--- config.mk ---
export PLATFORM = sky130hd
export DESIGN_NAME = full_adder
export DESIGN_NICKNAME = d
export VERILOG_FILES = /design/src/rtl/full_adder_pkg.sv /design/src/rtl/full_adder_half_adder.sv /design/src/rtl/full_adder.sv
export SDC_FILE = /design/constraint.sdc
export NUM_CORES = 1
export LEC_CHECK = 0
export CORE_AREA = 3 3 40 42
export CTS_BUF_LIST = sky130_fd_sc_hd__clkbuf_8
export CTS_CLUSTER_DIAMETER = 30
export DETAILED_ROUTE_END_ITERATION = 8
export DIE_AREA = 0 0 43 45
export SYNTH_ARGS = -nofsm -noshare
export SYNTH_HDL_FRONTEND = slang
export SYNTH_SLANG_ARGS = --single-unit
--- constraint.sdc ---
create_clock -name clk -period 0.89 [get_ports clk]
set_clock_uncertainty 0.1 [all_clocks]
set_input_delay 0.2225 -clock clk [delete_from_list [all_inputs] [get_ports clk]]
set_output_delay 0.2225 -clock clk [all_outputs]
set_load 0.05 [all_outputs]
--- src/rtl/full_adder_pkg.sv ---
// Shared constants and result type for the full_adder block.
package full_adder_pkg;

    localparam int FA_DEFAULT_WIDTH = 1;
    localparam int FA_MAX_WIDTH     = 64;

    typedef struct packed {
        logic                    c_out;
        logic [FA_MAX_WIDTH-1:0] sum;
    } fa_result_t;

endpackage : full_adder_pkg

--- src/rtl/full_adder_half_adder.sv ---
// Single-bit half adder; two of these plus an OR form one full-adder bit.
module half_adder (
    input  logic a,
    input  logic b,
    output logic out,
    output logic carry
);

    assign out   = a ^ b;
    assign carry = a & b;

endmodule : half_adder

--- src/rtl/full_adder.sv ---
// Ripple-carry adder with a single output register stage.
// Optional signed-overflow output is enabled by defining FULL_ADDER_OVF_EN.
module full_adder
    import full_adder_pkg::*;
#(
    parameter int WIDTH = FA_DEFAULT_WIDTH
) (
    input  logic             clk,
    input  logic             rst_n,
    input  logic             in_valid,
    input  logic [WIDTH-1:0] a,
    input  logic [WIDTH-1:0] b,
    input  logic             c_in,
    output logic             out_valid,
    output logic [WIDTH-1:0] sum,
    output logic             c_out
`ifdef FULL_ADDER_OVF_EN
    ,
    output logic             ovf
`endif
);

    if (WIDTH < 1 || WIDTH > FA_MAX_WIDTH) begin : g_width_check
        $error("full_adder: WIDTH out of range 1..64");
    end

    logic [WIDTH:0]   carry;
    logic [WIDTH-1:0] ha_prop;
    logic [WIDTH-1:0] ha_gen_ab;
    logic [WIDTH-1:0] ha_gen_c;
    logic [WIDTH-1:0] sum_next;

    assign carry[0] = c_in;

    // Each bit: first half adder combines operands, second folds in the incoming carry.
    for (genvar i = 0; i < WIDTH; i++) begin : g_bit
        half_adder u_ha_ab (
            .a     (a[i]),
            .b     (b[i]),
            .out   (ha_prop[i]),
            .carry (ha_gen_ab[i])
        );

        half_adder u_ha_c (
            .a     (ha_prop[i]),
            .b     (carry[i]),
            .out   (sum_next[i]),
            .carry (ha_gen_c[i])
        );

        assign carry[i+1] = ha_gen_ab[i] | ha_gen_c[i];
    end

    always_ff @(posedge clk or negedge rst_n) begin
        if (!rst_n) begin
            out_valid <= 1'b0;
            sum       <= '0;
            c_out     <= 1'b0;
        end else begin
            out_valid <= in_valid;
            if (in_valid) begin
                sum   <= sum_next;
                c_out <= carry[WIDTH];
            end
        end
    end

`ifdef FULL_ADDER_OVF_EN
    logic ovf_next;

    assign ovf_next = (a[WIDTH-1] == b[WIDTH-1]) && (sum_next[WIDTH-1] != a[WIDTH-1]);

    always_ff @(posedge clk or negedge rst_n) begin
        if (!rst_n) begin
            ovf <= 1'b0;
        end else if (in_valid) begin
            ovf <= ovf_next;
        end
    end
`endif

endmodule : full_adder

==> impl_metrics.yaml <==
cells_and_area:
  nets: 28
  final_cell_mix: "clkbuf_8 (3), buf_12 (3)"
  final_cells: 35
  syn_to_final_growth_pct: 162.8
  diodes: 0
  finish.utilization: 0.2405
  drive_above_1_share: 0.8000
logic_synthesis:
  yosysSeqAreaShare: 0.6383
  yosysWarnings: 0
  synth_fp_nets: 13
  yosysUniqueCellTypes: 3
  ys_ff_latch: 3
  synthCells: 6
  netlist_area_um2: 117.6
  syn_area_per_cell_um2: 19.60
timing:
  slew_headroom: 0.8884
  hold_viol_final: 0
  tightest_slew_ns: 0.1674
  rsz0062_at_grt: "yes"
  min_period_ns: 1.096
  timing.final.crit_share: 1.231
  fmax_mhz: 912.5
  slew_viol_final: 0
  finalWorstSetupSlack_ns: -0.2059
  setup_viol: 5
placed_design:
  port_buffers: 8
  placedCellCount: 29
  globalplace.congestion: 0.6237
floorplanning:
  core_area_um2: 1285
  dieArea_um2: 1935
  die_w_um: 43
  io_pins: 9
  row_count: 13
  start_util: 0.09153
  die_y_um: 45
route:
  first_pass_iters: 1
  antenna_left: 0
  vias_per_cell: 3.114
  routed_wl_um: 372
  drtIter0Drc: 0
  wl_per_cell_um: 10.63
  vias: 109
  drc_errors: 0
min_path:
  hold_path_class: "input pin to asynchronous set/reset pin"
clocking:
  clk_latency_ns: 0.21
  numCtsBuffers: 3
  h-tree-depth: 1
  cts_tree: "done"
  clock-sinks: 3
  root_buffer: "clkbuf_8"
  cts.reportedPaths.clkPinSlew_ns: 0.03
  clk_path_buf_depth: 2
pwr:
  fin_total_pwr_w: 0.0007658
  pwr_density_cell_nw_per_um2: 2478
  vdd_ir_drop_max_mv: 0.5136
  power_leakage_nw: 0.1437
setup_path:
  path_delay_family: "flip-flops"
  path_buf_inv: 1
  cp.required_ns: 0.57
  critical_path.cell_chain: "buf_12"
  critPathKind: "register to output pin"
  cp_data_arrival_time_ns: 0.77
  endpoint_kind: "output pin"
  cpPeakStageDelay_ns: 0.41
  start_kind: "register"
  cpMaxStageDelayCell: "dfrtp_2"
  path_max_fanout: 2
  reg2reg_slack_ns: -0.13
global_routing:
  grt_max_degree: 4
  antenna_found_initial: 0
  grt_util_all_layers: 0.05351
  grt_pass1_wl_um: 607
  overflow: 0
  grt_pass1_vias: 150
run_status:
  status: "finished, violations left"
  violations: "negative setup slack"
flow_run:
  drv_cap: 0
-- power breakdown --
part           switching, W  leakage, nW  internal (W)
clock             0.0000875       0.0269      0.000293
sequential        0.0000177       0.0330      0.000156
combinational     0.0000910       0.0838      0.000120
-- state kept, by name, summed over array words and instances, names as in the netlist --
| register | flops |
|---|---|
| c_out | 1 |
| out_valid | 1 |
| sum | 1 |
-- Yosys cell counts, drive strengths merged --
cell	instances	area, um2
dfrtp	3	75.07
mux2	2	22.52
fa	1	20.02
-- cell type report --
type                            count  area [um2]
Fill cell                         137       975.9
Timing Repair Buffer               10       115.1
Sequential cell                     3       77.57
Multi-Input combinational cell      3       52.55
Clock buffer                        3       41.29
Tap cell                           15       18.77
Clock inverter                      1       3.754
-- through the flow --
step	hold slack, ns	instance area [um2]	worst slack (ns)	TNS [ns]
floorplan	-0.1731	126.4	-0.2386	-0.4236
global placement	0.3083	255.2	-0.7342	-1.405
detailed placement	0.3170	255.2	-0.7590	-1.495
CTS	0.09167	309.0	-0.2123	-0.9020
global route	0.1024	309.0	-0.2247	-0.9475
finish	0.09517	309.0	-0.2059	-0.8753
-- path summary, 6_finish.rpt --
| path | start | to | cells after the start |
|---|---|---|---|
| max reg2reg | c_out | c_out | 2 |
| max | c_out | c_out | 1 |
| min in group clk | in_valid | out_valid | 1 |
| min | rst_n | c_out | 1 |
| min reg2reg | c_out | c_out | 2 |
| max in group asynchronous | rst_n | out_valid | 1 |
-- layer usage --
layer / track usage / part of all wire / vias up
li1: - / - / 47
met1: 0.03659 / 0.27 / 52
met2: 0.07186 / 0.53 / 10
met3: 0.06375 / 0.19 / 0
met4: 0.05422 / 0 / 0
met5: 0 / 0 / -
-- what timing repair did --
action                                  CTS  global route
pin swaps                                 1             1
gates resized for setup                  15             0
setup buffers                             2             0
hold buffers                              0             0
cloned                                    0             0
endpoints found under the setup margin    5             5
-- cells by family (layout without fill, tap and decap cells) --
kind of cell	after synthesis	count (layout)	synth area share
buffers and inverters	0	14	0
multiplexers	2	2	0.1915
adder cells (fa/ha/maj)	1	1	0.1702
flip-flops	3	3	0.6383
Power figures use the tool's default switching activity.
